## src/rtl/div_ctrl_pkg.sv

```systemverilog
// Shared types and constants for the divider initiator (div_ctrl) and its fix-up logic.
package div_ctrl_pkg;

  typedef enum logic [1:0] {
    DIV  = 2'd0,
    DIVU = 2'd1,
    REM  = 2'd2,
    REMU = 2'd3
  } div_op_t;

  typedef enum logic [2:0] {
    IDLE,
    ISSUE,
    WAIT,
    RESP,
    DRAIN
  } div_state_t;

  localparam logic [63:0] DIV_QUOT_ALL_ONES = 64'hFFFF_FFFF_FFFF_FFFF;
  localparam logic [63:0] I64_MIN           = 64'h8000_0000_0000_0000;
  localparam logic [31:0] I32_MIN           = 32'h8000_0000;

  function automatic logic [63:0] sext32(input logic [31:0] x);
    return {{32{x[31]}}, x};
  endfunction

endpackage

```

## src/rtl/div_ctrl_if.sv

```systemverilog
// Request/response pipe and divider-side signals of div_ctrl; slave = div_ctrl, master = pipe/divider.
interface div_ctrl_if;
  import div_ctrl_pkg::*;

  logic          flush;
  logic          req_valid;
  logic          req_ready;
  div_op_t       req_op;
  logic          req_word;
  logic [63:0]   req_a;
  logic [63:0]   req_b;
  logic          resp_valid;
  logic          resp_ready;
  logic [63:0]   resp_data;
  logic          div_valid;
  logic [63:0]   div_a;
  logic [63:0]   div_b;
  logic          div_done;
  logic [127:0]  div_c;

  modport master (
    output flush, req_valid, req_op, req_word, req_a, req_b, resp_ready, div_done, div_c,
    input  req_ready, resp_valid, resp_data, div_valid, div_a, div_b
  );

  modport slave (
    input  flush, req_valid, req_op, req_word, req_a, req_b, resp_ready, div_done, div_c,
    output req_ready, resp_valid, resp_data, div_valid, div_a, div_b
  );

endinterface

```

## src/rtl/div_fixup.sv

```systemverilog
// Combinational operand preparation (extension, magnitude, special cases) and result sign fix-up.
// Word-op support is compiled in with DIV_WORD_OP_EN.
module div_fixup
  import div_ctrl_pkg::*;
(
  input  div_op_t       i_op,
  input  logic          i_word,
  input  logic [63:0]   i_a,
  input  logic [63:0]   i_b,
  output logic [63:0]   o_div_a,
  output logic [63:0]   o_div_b,
  output logic          o_neg_a,
  output logic          o_neg_b,
  output logic          o_special,
  output logic [63:0]   o_special_data,
  input  div_op_t       i_rsp_op,
  input  logic          i_rsp_word,
  input  logic          i_rsp_neg_a,
  input  logic          i_rsp_neg_b,
  input  logic [127:0]  i_div_c,
  output logic [63:0]   o_result
);

  logic        w_signed;
  logic        w_is_rem;
  logic        w_div0;
  logic        w_ovf;
  logic [63:0] w_ext_a;
  logic [63:0] w_ext_b;
  logic [63:0] w_min;
  logic [63:0] w_q;
  logic [63:0] w_r;
  logic [63:0] w_res;

`ifndef DIV_WORD_OP_EN
  logic w_unused_word;
  assign w_unused_word = i_word ^ i_rsp_word;
`endif

  always_comb begin
    w_signed = (i_op == DIV) || (i_op == REM);
    w_is_rem = (i_op == REM) || (i_op == REMU);
    w_ext_a  = i_a;
    w_ext_b  = i_b;
    w_min    = I64_MIN;
`ifdef DIV_WORD_OP_EN
    if (i_word) begin
      w_ext_a = w_signed ? sext32(i_a[31:0]) : {32'h0, i_a[31:0]};
      w_ext_b = w_signed ? sext32(i_b[31:0]) : {32'h0, i_b[31:0]};
      w_min   = sext32(I32_MIN);
    end
`endif
    o_neg_a   = w_signed & w_ext_a[63];
    o_neg_b   = w_signed & w_ext_b[63];
    o_div_a   = o_neg_a ? -w_ext_a : w_ext_a;
    o_div_b   = o_neg_b ? -w_ext_b : w_ext_b;
    w_div0    = (w_ext_b == 64'h0);
    w_ovf     = w_signed & (w_ext_b == DIV_QUOT_ALL_ONES) & (w_ext_a == w_min);
    o_special = w_div0 | w_ovf;
    if (w_div0) begin
      o_special_data = w_is_rem ? w_ext_a : DIV_QUOT_ALL_ONES;
    end else begin
      o_special_data = w_is_rem ? 64'h0 : w_ext_a;
    end
`ifdef DIV_WORD_OP_EN
    // REMUW by zero zero-extended the dividend; the word result is still sign-extended.
    if (i_word) o_special_data = sext32(o_special_data[31:0]);
`endif
  end

  always_comb begin
    w_q = i_div_c[63:0];
    w_r = i_div_c[127:64];
    if ((i_rsp_op == REM) || (i_rsp_op == REMU)) begin
      w_res = i_rsp_neg_a ? -w_r : w_r;
    end else begin
      w_res = (i_rsp_neg_a ^ i_rsp_neg_b) ? -w_q : w_q;
    end
    o_result = w_res;
`ifdef DIV_WORD_OP_EN
    if (i_rsp_word) o_result = sext32(w_res[31:0]);
`endif
  end

endmodule

```

## src/rtl/div_ctrl.sv

```systemverilog
// Execute-stage initiator for the multicycle unsigned divider: FSM, operand and result registers.
// Optional W-variant support via DIV_WORD_OP_EN.
module div_ctrl
  import div_ctrl_pkg::*;
(
  input  logic        clk,
  input  logic        resetn,
  div_ctrl_if.slave   bus
);

  div_state_t  r_state;
  div_op_t     r_op;
  logic        r_word;
  logic        r_neg_a;
  logic        r_neg_b;
  logic        r_div_valid;
  logic [63:0] r_div_a;
  logic [63:0] r_div_b;
  logic        r_resp_valid;
  logic [63:0] r_resp_data;

  logic        w_accept;
  logic        w_word;
  logic [63:0] w_div_a;
  logic [63:0] w_div_b;
  logic        w_neg_a;
  logic        w_neg_b;
  logic        w_special;
  logic [63:0] w_special_data;
  logic [63:0] w_result;

`ifdef DIV_WORD_OP_EN
  assign w_word = bus.req_word;
`else
  assign w_word = 1'b0;
`endif

  assign w_accept       = bus.req_valid & (r_state == IDLE) & ~bus.flush;
  assign bus.req_ready  = (r_state == IDLE);
  assign bus.resp_valid = r_resp_valid;
  assign bus.resp_data  = r_resp_data;
  assign bus.div_valid  = r_div_valid;
  assign bus.div_a      = r_div_a;
  assign bus.div_b      = r_div_b;

  div_fixup u_fixup (
    .i_op           (bus.req_op),
    .i_word         (w_word),
    .i_a            (bus.req_a),
    .i_b            (bus.req_b),
    .o_div_a        (w_div_a),
    .o_div_b        (w_div_b),
    .o_neg_a        (w_neg_a),
    .o_neg_b        (w_neg_b),
    .o_special      (w_special),
    .o_special_data (w_special_data),
    .i_rsp_op       (r_op),
    .i_rsp_word     (r_word),
    .i_rsp_neg_a    (r_neg_a),
    .i_rsp_neg_b    (r_neg_b),
    .i_div_c        (bus.div_c),
    .o_result       (w_result)
  );

  always_ff @(posedge clk) begin
    if (resetn) begin
      r_state      <= IDLE;
      r_op         <= DIV;
      r_word       <= 1'b0;
      r_neg_a      <= 1'b0;
      r_neg_b      <= 1'b0;
      r_div_valid  <= 1'b0;
      r_div_a      <= 64'h0;
      r_div_b      <= 64'h0;
      r_resp_valid <= 1'b0;
      r_resp_data  <= 64'h0;
    end else begin
      unique case (r_state)
        IDLE: begin
          if (w_accept) begin
            r_op    <= bus.req_op;
            r_word  <= w_word;
            r_neg_a <= w_neg_a;
            r_neg_b <= w_neg_b;
            if (w_special) begin
              r_resp_valid <= 1'b1;
              r_resp_data  <= w_special_data;
              r_state      <= RESP;
            end else begin
              r_div_a     <= w_div_a;
              r_div_b     <= w_div_b;
              r_div_valid <= 1'b1;
              r_state     <= ISSUE;
            end
          end
        end
        ISSUE: begin
          r_div_valid <= 1'b0;
          r_state     <= bus.flush ? DRAIN : WAIT;
        end
        WAIT: begin
          if (bus.flush) begin
            // Divider already finished this cycle: nothing left to drain.
            r_state <= bus.div_done ? IDLE : DRAIN;
          end else if (bus.div_done) begin
            r_resp_valid <= 1'b1;
            r_resp_data  <= w_result;
            r_state      <= RESP;
          end
        end
        RESP: begin
          if (bus.flush || bus.resp_ready) begin
            r_resp_valid <= 1'b0;
            r_state      <= IDLE;
          end
        end
        DRAIN: begin
          if (bus.div_done) r_state <= IDLE;
        end
        default: r_state <= IDLE;
      endcase
    end
  end

endmodule

```

## src/flat_wrapper.sv

```systemverilog
// flat-port wrapper written by rule: the top's interface ports become plain ports
module div_ctrl_flat import div_ctrl_pkg::*;
  (clk, resetn, bus_flush, bus_req_valid, bus_req_op, bus_req_word, bus_req_a, bus_req_b, bus_resp_ready, bus_div_done, bus_div_c, bus_req_ready, bus_resp_valid, bus_resp_data, bus_div_valid, bus_div_a, bus_div_b);
  div_ctrl_if bus_i ();
  input  logic clk;
  input  logic resetn;
  input wire logic [$bits(bus_i.flush)-1:0] bus_flush;
  input wire logic [$bits(bus_i.req_valid)-1:0] bus_req_valid;
  input wire logic [$bits(bus_i.req_op)-1:0] bus_req_op;
  input wire logic [$bits(bus_i.req_word)-1:0] bus_req_word;
  input wire logic [$bits(bus_i.req_a)-1:0] bus_req_a;
  input wire logic [$bits(bus_i.req_b)-1:0] bus_req_b;
  input wire logic [$bits(bus_i.resp_ready)-1:0] bus_resp_ready;
  input wire logic [$bits(bus_i.div_done)-1:0] bus_div_done;
  input wire logic [$bits(bus_i.div_c)-1:0] bus_div_c;
  output wire logic [$bits(bus_i.req_ready)-1:0] bus_req_ready;
  output wire logic [$bits(bus_i.resp_valid)-1:0] bus_resp_valid;
  output wire logic [$bits(bus_i.resp_data)-1:0] bus_resp_data;
  output wire logic [$bits(bus_i.div_valid)-1:0] bus_div_valid;
  output wire logic [$bits(bus_i.div_a)-1:0] bus_div_a;
  output wire logic [$bits(bus_i.div_b)-1:0] bus_div_b;
  assign bus_i.flush = bus_flush;
  assign bus_i.req_valid = bus_req_valid;
  assign bus_i.req_op = bus_req_op;
  assign bus_i.req_word = bus_req_word;
  assign bus_i.req_a = bus_req_a;
  assign bus_i.req_b = bus_req_b;
  assign bus_i.resp_ready = bus_resp_ready;
  assign bus_i.div_done = bus_div_done;
  assign bus_i.div_c = bus_div_c;
  assign bus_req_ready = bus_i.req_ready;
  assign bus_resp_valid = bus_i.resp_valid;
  assign bus_resp_data = bus_i.resp_data;
  assign bus_div_valid = bus_i.div_valid;
  assign bus_div_a = bus_i.div_a;
  assign bus_div_b = bus_i.div_b;
  div_ctrl u_core (.clk(clk), .resetn(resetn), .bus(bus_i));
endmodule
```

## config.mk

```make
export PLATFORM = sky130hd
export DESIGN_NAME = div_ctrl_flat
export DESIGN_NICKNAME = d
export VERILOG_FILES = /design/src/rtl/div_ctrl_pkg.sv /design/src/rtl/div_ctrl_if.sv /design/src/rtl/div_fixup.sv /design/src/rtl/div_ctrl.sv /design/src/flat_wrapper.sv
export SDC_FILE = /design/constraint.sdc
export NUM_CORES = 1
export LEC_CHECK = 0
export ABC_AREA = 1
export ABC_CLOCK_PERIOD_IN_PS = 1940
export CAP_MARGIN = 20
export CELL_PAD_IN_SITES_DETAIL_PLACEMENT = 0
export CELL_PAD_IN_SITES_GLOBAL_PLACEMENT = 1
export CORE_UTILIZATION = 30
export DETAILED_ROUTE_END_ITERATION = 12
export PLACE_DENSITY_LB_ADDON = 0.1
export SLEW_MARGIN = 10
export SYNTH_ARGS = -nofsm -noshare
export SYNTH_HDL_FRONTEND = slang
export SYNTH_HIERARCHICAL = 1
export SYNTH_SLANG_ARGS = --single-unit
```

## constraint.sdc

```tcl
create_clock -name clk -period 1.94 [get_ports clk]
set_input_delay 0.194 -clock clk [delete_from_list [all_inputs] [get_ports clk]]
set_output_delay 0.194 -clock clk [all_outputs]
set_load 0.05 [all_outputs]
```

==> qor.log <==
[place] area of placed instances 30,500 um^2
[global_routing] vias in the first global route 26,100
[global_routing] largest net degree at the start of global routing 120
[die] number of standard-cell rows in the floorplan 92
[hold_path] Worst Hold Class input pin to flop
[critical_path] endpoint required time on the critical path 2.37 ns
[finish] final standard cell area without fillers 34,300 um^2
[timing] post-route worst hold slack 0.0209 ns
[clock_tree] source-to-sink clock delay at the later pin of the worst-skew pair 0.49 ns
[clock_tree] number of H-tree branching levels 4
[place] DP Wirelength 85,700 um
[timing] worst rel slew slack 60.5%
[place] count of buffers inserted at the top-level ports 458
[timing] part of the cycle the worst path needs 106%
[clock_tree] CTS Hold Bufs 0
[pwr] power density relative to cell area 967 nW/um^2
[detailed_routing] number of DRC violations after detailed routing 0
[critical_path] worst setup path startpoint u_core/r_neg_a
[die] area of the core 63,200 um^2
[finish] commonest non-fill, non-tap cell in the layout sky130_fd_sc_hd__nand2_1
[pwr] clock power share 11.3%
[pwr] switching portion of total power 50.3%
[logic_synthesis] Mean Syn Cell Area 5.29 um^2
[die] height of the die 255 um
[critical_path] Startpoint Class flop
[logic_synthesis] Synth Net Count 3,907
[timing] count of final setup violators 20
[detailed_routing] Pre-Repair DR Iteration Count 6
[critical_path] critical path class flop to flop
[global_routing] global-route wire length before repair 155,000 um
[critical_path] crit path max fanout 6
[place] placer congestion estimate 0.973
[timing] pin slew with the least headroom to its limit 0.590 ns
[finish] share of final-layout standard cells stronger than drive strength 1 31.2%
[critical_path] signal arrival time at the worst endpoint 2.49 ns
[pwr] total power of the final layout 33.2 mW
[timing] Fin Clk Skew 0.0100 ns
[pwr] leakage power 16.1 nW
[timing] crit path setup slack, layout -0.114 ns
[logic_synthesis] Gate Count Post-Synth 3,637
[clock_tree] cell at the root of the clock tree sky130_fd_sc_hd__clkbuf_16
[die] die area 65,200 um^2
[die] Ports 460
[detailed_routing] via density per instance 4.88
[detailed_routing] via count 28,000
[finish] Nets 5,147
[clock_tree] Max Buffers Root-to-Sink 2
[critical_path] R2R depth 16
[pwr] switching power total 16.7 mW
[pwr] VDD IR-drop max 0.000642 V
[detailed_routing] antenna viol nets, final 0
[die] starting utilization of the core area 30.4%
[finish] highest-count cells in the layout ignoring fill and taps sky130_fd_sc_hd__nand2_1, sky130_fd_sc_hd__buf_4, sky130_fd_sc_hd__nor2_1
[pwr] Comb power frac 70.7%
[clock_tree] total clock buffers created by CTS 17
[timing] Final Critical Period 2.05 ns
[status] result of the run complete, but fails checks
[pwr] internal power 16.5 mW
[critical_path] destination of the worst register-to-register timing path u_core/bus.resp_data[40]
[timing] timing-limited maximum frequency 0.487 GHz
[logic_synthesis] Synth Cell Area 19,200 um^2
[die] die boundary width 255 um
[timing] number of slew-limit violations in the final report 0
[global_routing] GRT overflow 0
[pwr] sequential fraction of design power 18.0%
[critical_path] endpoint class of the critical path flop
[clock_tree] Clock Sink Count 200
[finish] P&R area growth vs syn 78.5%
[timing] RSZ-0062 raised after global routing yes
[timing] number of hold-slack violations in the final timing report 0
[critical_path] beginning of the worst register-to-register path u_core/r_neg_a
[clock_tree] CTS clock-pin slew for the worst setup and hold paths 0.09 ns
[detailed_routing] total length of routed wires 107,000 um
[critical_path] endpoint of the worst setup timing path u_core/bus.resp_data[40]
[global_routing] initial antenna violation count 4
[logic_synthesis] count of warnings emitted by yosys 6
[detailed_routing] Detailed Route Iter0 Violations 2,051
[critical_path] setup slack, reg-to-reg -0.11 ns
[flow_run] count of maximum capacitance violations 0
[global_routing] total routing usage reported by global routing 31.6%
[finish] final standard cell utilization of the core 54.4%
[timing] setup TNS after final layout -0.927 ns
[detailed_routing] detail-routed net length per standard cell 18.7 um
[status] violated checks negative setup slack
[clock_tree] CTS tree yes
-- critical path: stages, from the launching register on --
cell and delay (ns):
sky130_fd_sc_hd__dfxtp_4 0.37, sky130_fd_sc_hd__inv_4 0.07, sky130_fd_sc_hd__nand2_4 0.07, sky130_fd_sc_hd__nand2_8 0.11, sky130_fd_sc_hd__clkinv_8 0.08, sky130_fd_sc_hd__o21ai_4 0.07, sky130_fd_sc_hd__buf_12 0.15, sky130_fd_sc_hd__nand2_8 0.06
sky130_fd_sc_hd__nor2_4 0.24, sky130_fd_sc_hd__nand2_2 0.09, sky130_fd_sc_hd__nand2_1 0.07, sky130_fd_sc_hd__nand2_1 0.06, sky130_fd_sc_hd__o21ai_2 0.23, sky130_fd_sc_hd__nand3_1 0.11, sky130_fd_sc_hd__nand2_1 0.10, sky130_fd_sc_hd__nor2_1 0.05
sky130_fd_sc_hd__nor2_1 0.07
-- through the flow --
| stage | setup slack [ns] | std cells |
|---|---|---|
| 6_report | -0.114 | 5737 |
| 4_1_cts | -0.0966 | 5692 |
| 5_1_grt | -0.177 | 5737 |
| 3_5_place_dp | -1.02 | 5569 |
| 3_3_place_gp | -1.00 | 5569 |
| 2_1_floorplan | -0.0138 | 3637 |
-- metal layers --
layer / up-vias / track usage, % / wire length, um
li1: 14100 / - / -
met1: 12900 / 41.5 / 47200
met2: 834 / 54.2 / 51200
met3: 131 / 3.03 / 5520
met4: 4 / 9.63 / 3240
met5: - / 0 / 27
-- registers in the layout (all words and copies together), names as in the netlist --
register / count
u_core/r_state: 3
u_core/r_op: 1
u_core/bus.resp_valid: 1
u_core/r_neg_a: 1
u_core/bus.div_valid: 1
u_core/r_neg_b: 1
u_core/bus.resp_data: 64
u_core/bus.div_a: 64
u_core/bus.div_b: 64
-- final cells by class --
cell class | count | area, um^2
Inverter | 287 | 1110
Antenna cell | 1 | 2.50
Sequential cell | 200 | 4010
Clock inverter | 14 | 158
Clock buffer | 18 | 429
Timing Repair Buffer | 1392 | 12500
Fill cell | 6629 | 28800
Tap cell | 846 | 1060
Multi-Input combinational cell | 2978 | 15100
Timing Repair inverter | 1 | 8.76
-- worst min path at each step --
stage	from	end	slack [ns]	cells after the start
floorplan	bus_req_op[1]	u_core/r_op[1]	0.33	2
global placement	u_core/bus.div_b[41]	u_core/bus.div_b[41]	0.45	2
detailed placement	u_core/bus.div_a[58]	u_core/bus.div_a[58]	0.45	2
CTS	bus_req_b[0]	u_core/bus.div_b[0]	0.03	3
global route	bus_req_b[0]	u_core/bus.div_b[0]	0.04	3
finish	bus_req_b[0]	u_core/bus.div_b[0]	0.02	3
-- power groups by stage --
| stage | clock network, mW | logic (mW) | registers (mW) |
|---|---|---|---|
| detailed placement | 0 | 18.6 | 6.06 |
| global route | 3.96 | 25.1 | 6.07 |
| finish | 3.75 | 23.5 | 5.98 |
| global placement | 0 | 18.6 | 6.07 |
| floorplan | 0 | 7.72 | 9.22 |
| CTS | 3.82 | 21.6 | 5.98 |
-- repair_timing --
action / in CTS / in global routing
buffers inserted: 76 / 40
gates cloned: 15 / 11
pin swaps: 61 / 213
gates resized for setup: 476 / 529
setup endpoints to repair: 209 / 191
No activity file was read; power rests on OpenSTA's default activity.
